$ cat config.mk
export PLATFORM = sky130hd
export DESIGN_NAME = aes_control_nlane_flat
export DESIGN_NICKNAME = d
export VERILOG_FILES = /design/src/rtl/aes_control_nlane_if.sv /design/src/rtl/aes_control_nlane.sv /design/src/flat_wrapper.sv
export SDC_FILE = /design/constraint.sdc
export NUM_CORES = 1
export LEC_CHECK = 0
export ABC_CLOCK_PERIOD_IN_PS = 2300
export CAP_MARGIN = 15
export CORE_MARGIN = 2
export CORE_UTILIZATION = 49
export DETAILED_ROUTE_END_ITERATION = 16
export PLACE_DENSITY = 0.83
export SLEW_MARGIN = 20
export SYNTH_ARGS = -nofsm -noshare
export SYNTH_HDL_FRONTEND = slang
export SYNTH_SLANG_ARGS = --single-unit
$ cat constraint.sdc
create_clock -name clk -period 2.3 [get_ports clk]
set_input_delay 0.46 -clock clk [delete_from_list [all_inputs] [get_ports clk]]
set_output_delay 0.46 -clock clk [all_outputs]
set_load 0.03 [all_outputs]
$ cat src/rtl/aes_control_nlane_if.sv
// Host/datapath-facing bundle of the N-lane AES control block.
//   slave  : the control block (consumes in_en/key_len, drives everything else)
//   master : the host side / bench (drives in_en/key_len, observes the rest)
// Signals:
//   in_en, key_len            host block strobe and key-size select
//   start, lane_idx           combinational acceptance and its lane
//   key_ready, last_round     round-key request, MixColumns bypass
//   out_en, out_lane, done    per-lane output strobe, batch completion
//   busy                      batch in process (in_en rejected)
//   in_en_collision_irq_pulse rejected-in_en run detected
//   mode_err_pulse            illegal key_len seen in IDLE
interface aes_control_nlane_if #(
  parameter int LANES = 3
);
  localparam int LW = (LANES > 1) ? $clog2(LANES) : 1;

  logic          in_en;
  logic [1:0]    key_len;
  logic          start;
  logic [LW-1:0] lane_idx;
  logic          key_ready;
  logic          last_round;
  logic          out_en;
  logic [LW-1:0] out_lane;
  logic          busy;
  logic          done;
  logic          in_en_collision_irq_pulse;
  logic          mode_err_pulse;

  modport slave (
    input  in_en, key_len,
    output start, lane_idx, key_ready, last_round, out_en, out_lane,
           busy, done, in_en_collision_irq_pulse, mode_err_pulse
  );

  modport master (
    output in_en, key_len,
    input  start, lane_idx, key_ready, last_round, out_en, out_lane,
           busy, done, in_en_collision_irq_pulse, mode_err_pulse
  );
endinterface

$ cat src/rtl/aes_control_nlane.sv
// Control FSM for an interleaved AES round datapath.
// Accepts up to LANES blocks per batch (one per cycle, lane 0 mandatory),
// then sequences NR+1 round-key requests CYC_PER_ROUND cycles apart, flags
// the final round, and drains one output slot per lane.
// Ports:
//   clk  : clock
//   kill : synchronous active-high reset / batch abort
//   bus  : aes_control_nlane_if.slave (see interface header)
module aes_control_nlane #(
  parameter int CYC_PER_ROUND = 4,
  parameter int LANES         = 3,
  parameter int CNT_W         = 7
) (
  input  logic                 clk,
  input  logic                 kill,
  aes_control_nlane_if.slave   bus
);

  localparam int LW   = (LANES > 1) ? $clog2(LANES) : 1;
  localparam int PH_W = $clog2(CYC_PER_ROUND);

  typedef enum logic [1:0] {IDLE, LOAD, RUN, DRAIN} state_t;

  function automatic int nr_of(input logic [1:0] kl);
    case (kl)
      2'b01:   return 12;
      2'b10:   return 14;
      default: return 10;
    endcase
  endfunction

  state_t           state_q, state_d;
  logic [CNT_W-1:0] cnt_q, cnt_d;     // n within the batch (0 in IDLE)
  logic [PH_W-1:0]  ph_q, ph_d;       // cycle within round, or drain lane index
  logic [1:0]       kl_q, kl_d;       // latched key_len of the batch
  logic [LANES-1:0] mask_q, mask_d;   // lanes that received a block
  logic             rej_q;            // in_en was rejected last cycle

  logic             start, rejected;
  logic [LW-1:0]    lane_idx;
  logic [CNT_W-1:0] run_end, last_start;

  logic             key_ready_q, last_round_q, out_en_q, busy_q, done_q;
  logic             coll_q, mode_err_q;
  logic [LW-1:0]    out_lane_q;
  logic             key_ready_d, last_round_d, out_en_d, busy_d, done_d;
  logic             coll_d, mode_err_d;
  logic [LW-1:0]    out_lane_d;

  // Last cycle of the final round, and first cycle of the final round.
  assign run_end    = CNT_W'((nr_of(kl_q) + 1) * CYC_PER_ROUND);
  assign last_start = CNT_W'(nr_of(kl_q) * CYC_PER_ROUND + 1);

  always_comb begin
    // NOTE: every signal gets a default before the case, so no path can infer a latch.
    state_d  = state_q;
    cnt_d    = cnt_q;
    ph_d     = ph_q;
    kl_d     = kl_q;
    mask_d   = mask_q;
    start    = 1'b0;
    lane_idx = '0;

    case (state_q)
      IDLE: begin
        if (bus.in_en && bus.key_len != 2'b11) begin
          start   = 1'b1;
          kl_d    = bus.key_len;
          mask_d  = LANES'(1);
          cnt_d   = CNT_W'(1);
          ph_d    = '0;
          state_d = (LANES == 1) ? RUN : LOAD;
        end
      end
      LOAD: begin
        start    = bus.in_en;
        lane_idx = LW'(cnt_q);
        if (bus.in_en) mask_d = mask_q | (LANES'(1) << cnt_q);
        cnt_d = cnt_q + CNT_W'(1);
        ph_d  = ph_q + PH_W'(1);
        if (cnt_q == CNT_W'(LANES - 1)) state_d = RUN;
      end
      RUN: begin
        cnt_d = cnt_q + CNT_W'(1);
        ph_d  = (ph_q == PH_W'(CYC_PER_ROUND - 1)) ? '0 : ph_q + PH_W'(1);
        if (cnt_q == run_end) begin
          state_d = DRAIN;
          ph_d    = '0;
        end
      end
      DRAIN: begin
        cnt_d = cnt_q + CNT_W'(1);
        ph_d  = ph_q + PH_W'(1);
        if (ph_q == PH_W'(LANES - 1)) begin
          state_d = IDLE;
          cnt_d   = '0;
          ph_d    = '0;
        end
      end
      default: state_d = IDLE;
    endcase

    if (kill) start = 1'b0;

    // Registered outputs are precomputed from the next state so they line
    // up with the cycle that state describes.
    key_ready_d  = (state_d == LOAD || state_d == RUN) && (ph_d == '0);
    last_round_d = (state_d == RUN) && (cnt_d >= last_start);
    busy_d       = (state_d == RUN) || (state_d == DRAIN);
    out_en_d     = (state_d == DRAIN) && |(mask_d & (LANES'(1) << ph_d));
    out_lane_d   = (state_d == DRAIN) ? LW'(ph_d) : '0;
    done_d       = (state_d == DRAIN) && (ph_d == PH_W'(LANES - 1));

    // One collision pulse per contiguous run of rejected in_en.
    rejected   = bus.in_en && busy_q;
    coll_d     = rejected && !rej_q;
    mode_err_d = (state_q == IDLE) && bus.in_en && (bus.key_len == 2'b11);
  end

  always_ff @(posedge clk) begin
    // NOTE: state registers use non-blocking assignments so each sees pre-edge values.
    if (kill) begin
      state_q      <= IDLE;
      cnt_q        <= '0;
      ph_q         <= '0;
      kl_q         <= 2'b00;
      mask_q       <= '0;
      rej_q        <= 1'b0;
      key_ready_q  <= 1'b0;
      last_round_q <= 1'b0;
      out_en_q     <= 1'b0;
      out_lane_q   <= '0;
      busy_q       <= 1'b0;
      done_q       <= 1'b0;
      coll_q       <= 1'b0;
      mode_err_q   <= 1'b0;
    end else begin
      state_q      <= state_d;
      cnt_q        <= cnt_d;
      ph_q         <= ph_d;
      kl_q         <= kl_d;
      mask_q       <= mask_d;
      rej_q        <= rejected;
      key_ready_q  <= key_ready_d;
      last_round_q <= last_round_d;
      out_en_q     <= out_en_d;
      out_lane_q   <= out_lane_d;
      busy_q       <= busy_d;
      done_q       <= done_d;
      coll_q       <= coll_d;
      mode_err_q   <= mode_err_d;
    end
  end

  assign bus.start                     = start;
  assign bus.lane_idx                  = lane_idx;
  assign bus.key_ready                 = key_ready_q;
  assign bus.last_round                = last_round_q;
  assign bus.out_en                    = out_en_q;
  assign bus.out_lane                  = out_lane_q;
  assign bus.busy                      = busy_q;
  assign bus.done                      = done_q;
  assign bus.in_en_collision_irq_pulse = coll_q;
  assign bus.mode_err_pulse            = mode_err_q;

endmodule

$ cat src/flat_wrapper.sv
// flat-port wrapper written by rule: the top's interface ports become plain ports
module aes_control_nlane_flat 
#(
  parameter int CYC_PER_ROUND = 4,
  parameter int LANES         = 3,
  parameter int CNT_W         = 7
)
  (clk, kill, bus_in_en, bus_key_len, bus_start, bus_lane_idx, bus_key_ready, bus_last_round, bus_out_en, bus_out_lane, bus_busy, bus_done, bus_in_en_collision_irq_pulse, bus_mode_err_pulse);
  aes_control_nlane_if #(.LANES(LANES)) bus_i ();
  input  logic clk;
  input  logic kill;
  input wire logic [$bits(bus_i.in_en)-1:0] bus_in_en;
  input wire logic [$bits(bus_i.key_len)-1:0] bus_key_len;
  output wire logic [$bits(bus_i.start)-1:0] bus_start;
  output wire logic [$bits(bus_i.lane_idx)-1:0] bus_lane_idx;
  output wire logic [$bits(bus_i.key_ready)-1:0] bus_key_ready;
  output wire logic [$bits(bus_i.last_round)-1:0] bus_last_round;
  output wire logic [$bits(bus_i.out_en)-1:0] bus_out_en;
  output wire logic [$bits(bus_i.out_lane)-1:0] bus_out_lane;
  output wire logic [$bits(bus_i.busy)-1:0] bus_busy;
  output wire logic [$bits(bus_i.done)-1:0] bus_done;
  output wire logic [$bits(bus_i.in_en_collision_irq_pulse)-1:0] bus_in_en_collision_irq_pulse;
  output wire logic [$bits(bus_i.mode_err_pulse)-1:0] bus_mode_err_pulse;
  assign bus_i.in_en = bus_in_en;
  assign bus_i.key_len = bus_key_len;
  assign bus_start = bus_i.start;
  assign bus_lane_idx = bus_i.lane_idx;
  assign bus_key_ready = bus_i.key_ready;
  assign bus_last_round = bus_i.last_round;
  assign bus_out_en = bus_i.out_en;
  assign bus_out_lane = bus_i.out_lane;
  assign bus_busy = bus_i.busy;
  assign bus_done = bus_i.done;
  assign bus_in_en_collision_irq_pulse = bus_i.in_en_collision_irq_pulse;
  assign bus_mode_err_pulse = bus_i.mode_err_pulse;
  aes_control_nlane #(.CYC_PER_ROUND(CYC_PER_ROUND), .LANES(LANES), .CNT_W(CNT_W)) u_core (.clk(clk), .kill(kill), .bus(bus_i));
endmodule
Word-level counts from Yosys, hierarchy flattened:

Index checks and enable logic that the tools add are counted.

* equality and inequality tests: 15
* bitwise operators: 3
* multiplexer cells: 21
* $lt $le $gt $ge: 1
* add/subtract/negate cells: 4
* reductions and logical operators: 18
* shift operators: 2

Operators by type and width (number)
* case mux 7 bit (3 select lines): 1
* equality test 2 bit, second input constant: 9
* two-way mux 2 bit: 9
* case mux 2 bit (4 select lines): 2
* two-way mux 7 bit: 2
* case mux 3 bit (2 select lines): 2
* logical AND 1 bit: 9
* adder 6 x 1 -> 7 bit, second input constant: 1
* adder 7 x 1 -> 7 bit, second input constant: 1
* equality test 7 x 2 -> 1 bit, second input constant: 1
* equality test 7 bit: 1
* >= comparator 7 bit: 1
* left shift 1 x 7 -> 3 bit, first input constant: 1
* equality test 2 x 1 -> 1 bit, second input constant: 3
* two-way mux 3 bit: 2
* adder 4 x 1 -> 5 bit, second input constant: 1
* zero test 2 bit: 2
* OR reduction 2 bit: 2
* AND 3 bit: 1
* OR 3 bit: 1
* OR reduction 3 bit: 1
* left shift 1 x 2 -> 3 bit, first input constant: 1
* adder 2 x 1 -> 2 bit, second input constant: 1
* logical OR 1 bit: 2
* other kinds (6): 7

* output and inout bits: 12
* logic and storage cells: 78
* register bits after elaboration: 26
* input bits: 5

Logic depth before layout (Yosys ltp):

Gate-level depths: netlist of run 1.

* depth in word-level cells: 10
* mapped depth: 11
* gate-level depth less buffers: 11

Worst setup path before layout of run 1:

Ideal clock, no wire load.

* path kind: register -> register
* from: register u_core.state_q[1]
* to: register u_core.last_round_q (netlist: u_core.bus.last_round)
* data required time: 2.161 ns
* stages on the path, launching flop included: 11
* path slack: -0.413 ns
* clock period less this slack: 2.713 ns
* setup time: 0.139 ns
* data arrival time: 2.575 ns
* buffers on the path: 0
* path through: dfxtp_1 inv_1 ha_1 o21ai_1 o21ai_0 a22o_1 ha_1 o21ai_0 a31oi_1 a2111oi_0 a2111oi_0

* cells in the longest elaborated chain, start to end: 5
* elaborated cells between the ends (all ways): 14
* classes of those cells: 1 x order compare; 4 x eq/ne; 6 x mux; 3 x reduce/logical

Ends and longest elaborated chain
* from (decl): line aes_control_nlane.sv:32 `state_t state_q, state_d;`
* from (signal assigned): line aes_control_nlane.sv:138 `state_q <= state_d;`
* equality test 2 x 1 -> 1 bit or equality test 2 bit (tied branches): line aes_control_nlane.sv:64 `case (state_q)`
* OR reduction 2 bit (no source line)
* case mux 7 bit (3 select lines) (*): line aes_control_nlane.sv:64
* named net u_core.cnt_d[3]: line aes_control_nlane.sv:33 `logic [CNT_W-1:0] cnt_q, cnt_d;`
* >= comparator 7 bit (*): line aes_control_nlane.sv:108 `last_round_d = (state_d == RUN) && (cnt_d >= last_start);`
* logical AND 1 bit (*): line aes_control_nlane.sv:108
* to (signal assigned): line aes_control_nlane.sv:145 `last_round_q <= last_round_d;`
* to (decl): line aes_control_nlane.sv:43 `logic key_ready_q, last_round_q, out_en_q, busy_q, done_q;`

The timed path passes the listed nets; every way through them passes the cells marked *.
A chain may end at the register's enable or synchronous reset.

Worst setup path after layout of run 1:

* from: register u_core.ph_q[0]
* to: register u_core.out_en_q (netlist: u_core.bus.out_en)

* cells in the longest elaborated chain, start to end: 8
* elaborated cells between the ends (all ways): 15
* classes of those cells: 1 x add/sub; 3 x eq/ne; 1 x shift; 7 x mux; 1 x bitwise; 2 x reduce/logical

Ends and longest elaborated chain
* from (decl): line aes_control_nlane.sv:34 `logic [PH_W-1:0] ph_q, ph_d;`
* from (signal assigned): line aes_control_nlane.sv:140 `ph_q <= ph_d;`
* adder 2 x 1 -> 2 bit or equality test 2 bit (tied branches): line aes_control_nlane.sv:80, aes_control_nlane.sv:85, aes_control_nlane.sv:93
* two-way mux 2 bit: line aes_control_nlane.sv:85 `ph_d = (ph_q == PH_W'(CYC_PER_ROUND - 1)) ? '0 : ph_q + PH_W'(1);`
* two-way mux 2 bit: line aes_control_nlane.sv:86 `if (cnt_q == run_end) begin`
* case mux 2 bit (4 select lines): line aes_control_nlane.sv:64
* left shift 1 x 2 -> 3 bit: line aes_control_nlane.sv:110 `out_en_d = (state_d == DRAIN) && |(mask_d & (LANES'(1) << ph_d));`
* AND 3 bit: line aes_control_nlane.sv:110
* OR reduction 3 bit: line aes_control_nlane.sv:110
* logical AND 1 bit (*): line aes_control_nlane.sv:110
* to (signal assigned): line aes_control_nlane.sv:146 `out_en_q <= out_en_d;`
* to (decl): line aes_control_nlane.sv:43

Every way passes the cells marked *; elsewhere a longest branch is shown, timed or not.

==> impl_metrics.tcl, run 1 <==
set metrics [dict create \
    status "complete, but fails checks" \
    violations "setup timing" \
    synth-edff-count 0 \
    vdd_drop_max_mv 0.521 \
    min_delay_path_depth 1 \
    path_buf_inv 3 \
    die_w_um 57.7 \
    ys_ff_latch 25 \
    max_slew_margin 0.753 \
    grt_pass1_vias 1531 \
    clk_pin_slew_worst_paths_ns 0.16 \
    setup_violations 3 \
    reg2reg_from "u_core.ph_q[0]" \
    antenna_found_initial 0 \
    p_leak_uw 0.000919 \
    path_depth 12 \
    syn-instance-count 165 \
    setup_tns_ns -0.150 \
    final_antenna_net_count 0 \
    yosysWarnings 0 \
    cts-root-buf "clkbuf_4" \
    fp.dieArea_um2 3330 \
    cts_buffers 3 \
    post_synth.cell_area_avg_um2 8.58 \
    synthesis.area_um2 1420 \
    fmax_ghz 0.418 \
    cpLargestDelayFamily "simple AND/OR/NAND/NOR gates" \
    drc 0 \
    initial_core_util 0.513 \
    async_flop_share 0 \
    max_stage_delay_ns 0.36 \
    fin_crit_sh 1.04 \
    drive_gt1_frac 0.335 \
    dr_total_vias 1512 \
    io_pins 17 \
    cap_violations 0 \
    rows 19 \
    synth_area_leaders "dfxtp_1, ha_1, nor2_1" \
    synth_fp_nets 186 \
    fin_ws_ns -0.0907 \
    coreArea_um2 2760 \
    area_growth_pct 45.6 \
    worstReg2RegEnd "u_core.bus.out_en" \
    cts_tree "built" \
    first_iter_violations 70 \
    rsz0062_at_grt "true" \
    r2r_setup_slack_ns -0.09 \
    cp-endpoint "u_core.bus.out_en" \
    worst_pin_slew_ns 0.366 \
    dp_hpwl_mm 3.06 \
    worstSetupPathType "flip-flop to flip-flop" \
    wl_per_cell_um 17.8 \
    nNetsFinal 246 \
    drv_slew 0 \
    worstPathMaxFanout 3 \
    finalPower_uw 994 \
    power_density_nw_per_um2 482 \
    hold_buffers 0 \
    hold_violations 0 \
    cp-end-kind "flip-flop" \
    place_congestion 0.943 \
    crit_path_start "u_core.ph_q[0]" \
    start_kind "flip-flop" \
    wl_mm 4.54 \
    diodes 0 \
    fin_skew_ns 0.0101 \
    grt_overflow_total 0 \
    cp_data_required_time_ns 2.56 \
    synth_top_area_frac 0.354 \
    clk_path_buf_depth 2 \
    synth_area_leader_cell "dfxtp_1" \
    grt_max_degree 16 \
    grt_use_total 0.276 \
    cts.sinks 25 \
    firstDrtPassIters 4 \
    htreeDepth 1 \
    synth.distinct_cells 47 \
    period_minus_slack_ns 2.39 \
    critPathArrivalTime_ns 2.65 \
    fp.dieH_um 57.7 \
    port_buffers 16 \
    grt_pass1_wl_mm 7.08 \
    slowest_stage "dfxtp_2" \
    cp_common_cell "buf_4" \
    cp_cell_sequence "inv_2, ha_4, and2b_2, buf_4, buf_4, o21a_1, nor3_2, o22ai_2, ha_1, nand2_1, nor4_2, a41o_1" \
    seq_area_frac_synth 0.354 \
    reg2reg_depth 12 \
    hold_path_class "flip-flop to flip-flop" \
    via_per_inst 5.93 \
    clk_latency_ns 0.34 \
    synth_flop_cell "dfxtp_1" \
]
[layout by cell type, fill, tap and decap left out, drive strengths merged, types with 2 or more instances in the layout]
cell and count:
nor2 25, and3 5, a32oi 2, a21oi 8, mux2i 2, clkbuf 4
o21ai 9, inv 16, nor2b 4, clkdlybuf4s50 13, dfxtp 25, o22ai 2
ha 16, xor2 3, o21a 2, nor3 3, nor4 2, and2 4
buf 43, nor3b 2, a22o 2, a2111oi 2, nand2 5, nand3 2
[Yosys cell counts (3+ instances only)]
master / instances
dfxtp_1: 25
nor2_1: 25
ha_1: 16
inv_1: 15
a21oi_1: 8
o21ai_0: 8
and3_1: 5
nand2_1: 5
and2_1: 4
nor2b_1: 4
xor2_1: 3
[power breakdown]
part | internal, uW | switching [uW]
clock network | 68.1 | 152
registers | 450 | 12.4
logic | 142 | 169
[area by class of cell]
cell class,count,area (um^2)
Clock buffer,3,22.5
Clock inverter,1,6.26
Fill cell,179,697
Inverter,15,56.3
Multi-Input combinational cell,122,958
Sequential cell,25,508
Tap cell,31,38.8
Timing Repair Buffer,58,470
[worst register-to-register path, cell delays in order (launching register included)]
cell and delay (ns):
dfxtp_2 0.36, inv_2 0.07, ha_4 0.11, and2b_2 0.25
buf_4 0.14, buf_4 0.13, o21a_1 0.19, nor3_2 0.26
o22ai_2 0.16, ha_1 0.26, nand2_1 0.11, nor4_2 0.06
a41o_1 0.20
[repair_timing]
item	4_1_cts	5_1_grt
gates resized for setup	19	13
setup buffers	11	2
gates cloned	0	0
endpoints found under the setup margin	3	8
pin swaps	10	9
[per-layer routing]
layer / share of wire / GRT usage / vias to the layer above
met5: 0 / 0 / -
met3: 0.070 / 0.0402 / 24
met4: 0.048 / 0.116 / 0
li1: - / - / 701
met2: 0.52 / 0.487 / 81
met1: 0.36 / 0.333 / 706
[through the flow]
stage	instances	hold slack [ns]	cell area (um^2)	util	setup WS, ns
2_1_floorplan	165	0.367	1430	-	0.00743
4_1_cts	253	0.381	2000	0.725	-0.153
3_3_place_gp	238	0.374	1840	0.666	-0.259
3_5_place_dp	238	0.373	1840	0.666	-0.468
5_1_grt	255	0.373	2060	0.747	-0.134
6_report	255	0.382	2060	0.747	-0.0907
[cells by family after synthesis]
kind of cell | after synthesis | share of synthesized area
fa+ha+maj | 16 | 0.141
mux | 2 | 0.0141
flops | 25 | 0.354
simple gates | 60 | 0.224
xor+xnor | 3 | 0.0186
buf+inv | 18 | 0.0477
compound gates | 41 | 0.201
[sequential cells by signal, summed over array words and instances, names as in the netlist]
register,count
u_core.cnt_q,7
u_core.mask_q,3
u_core.bus.out_lane,2
u_core.kl_q,2
u_core.ph_q,2
u_core.state_q,2
u_core.bus.done,1
u_core.bus.in_en_collision_irq_pulse,1
u_core.bus.key_ready,1
u_core.bus.last_round,1
u_core.bus.mode_err_pulse,1
u_core.bus.out_en,1
u_core.rej_q,1
[worst min path at each step]
stage | start | end | slack (ns)
after floorplan | u_core.rej_q | u_core.bus.in_en_collision_irq_pulse | 0.37
after global placement | u_core.rej_q | u_core.bus.in_en_collision_irq_pulse | 0.37
after detailed placement | u_core.rej_q | u_core.bus.in_en_collision_irq_pulse | 0.37
after CTS | u_core.rej_q | u_core.bus.in_en_collision_irq_pulse | 0.38
after global routing | u_core.rej_q | u_core.bus.in_en_collision_irq_pulse | 0.37
final | u_core.rej_q | u_core.bus.in_en_collision_irq_pulse | 0.38
Note: power is estimated with default switching activity, not from simulation.
==> run 2, diff against run 1 <==
--- a/config.mk
+++ b/config.mk
@@ -9,6 +9,7 @@
 export CAP_MARGIN = 15
 export CORE_MARGIN = 2
 export CORE_UTILIZATION = 49
+export CTS_CLUSTER_DIAMETER = 200
 export DETAILED_ROUTE_END_ITERATION = 16
 export PLACE_DENSITY = 0.83
 export SLEW_MARGIN = 20
==> results of run 2 <==
Same layout as run 1: the final DEF is identical, and so are final timing and power.
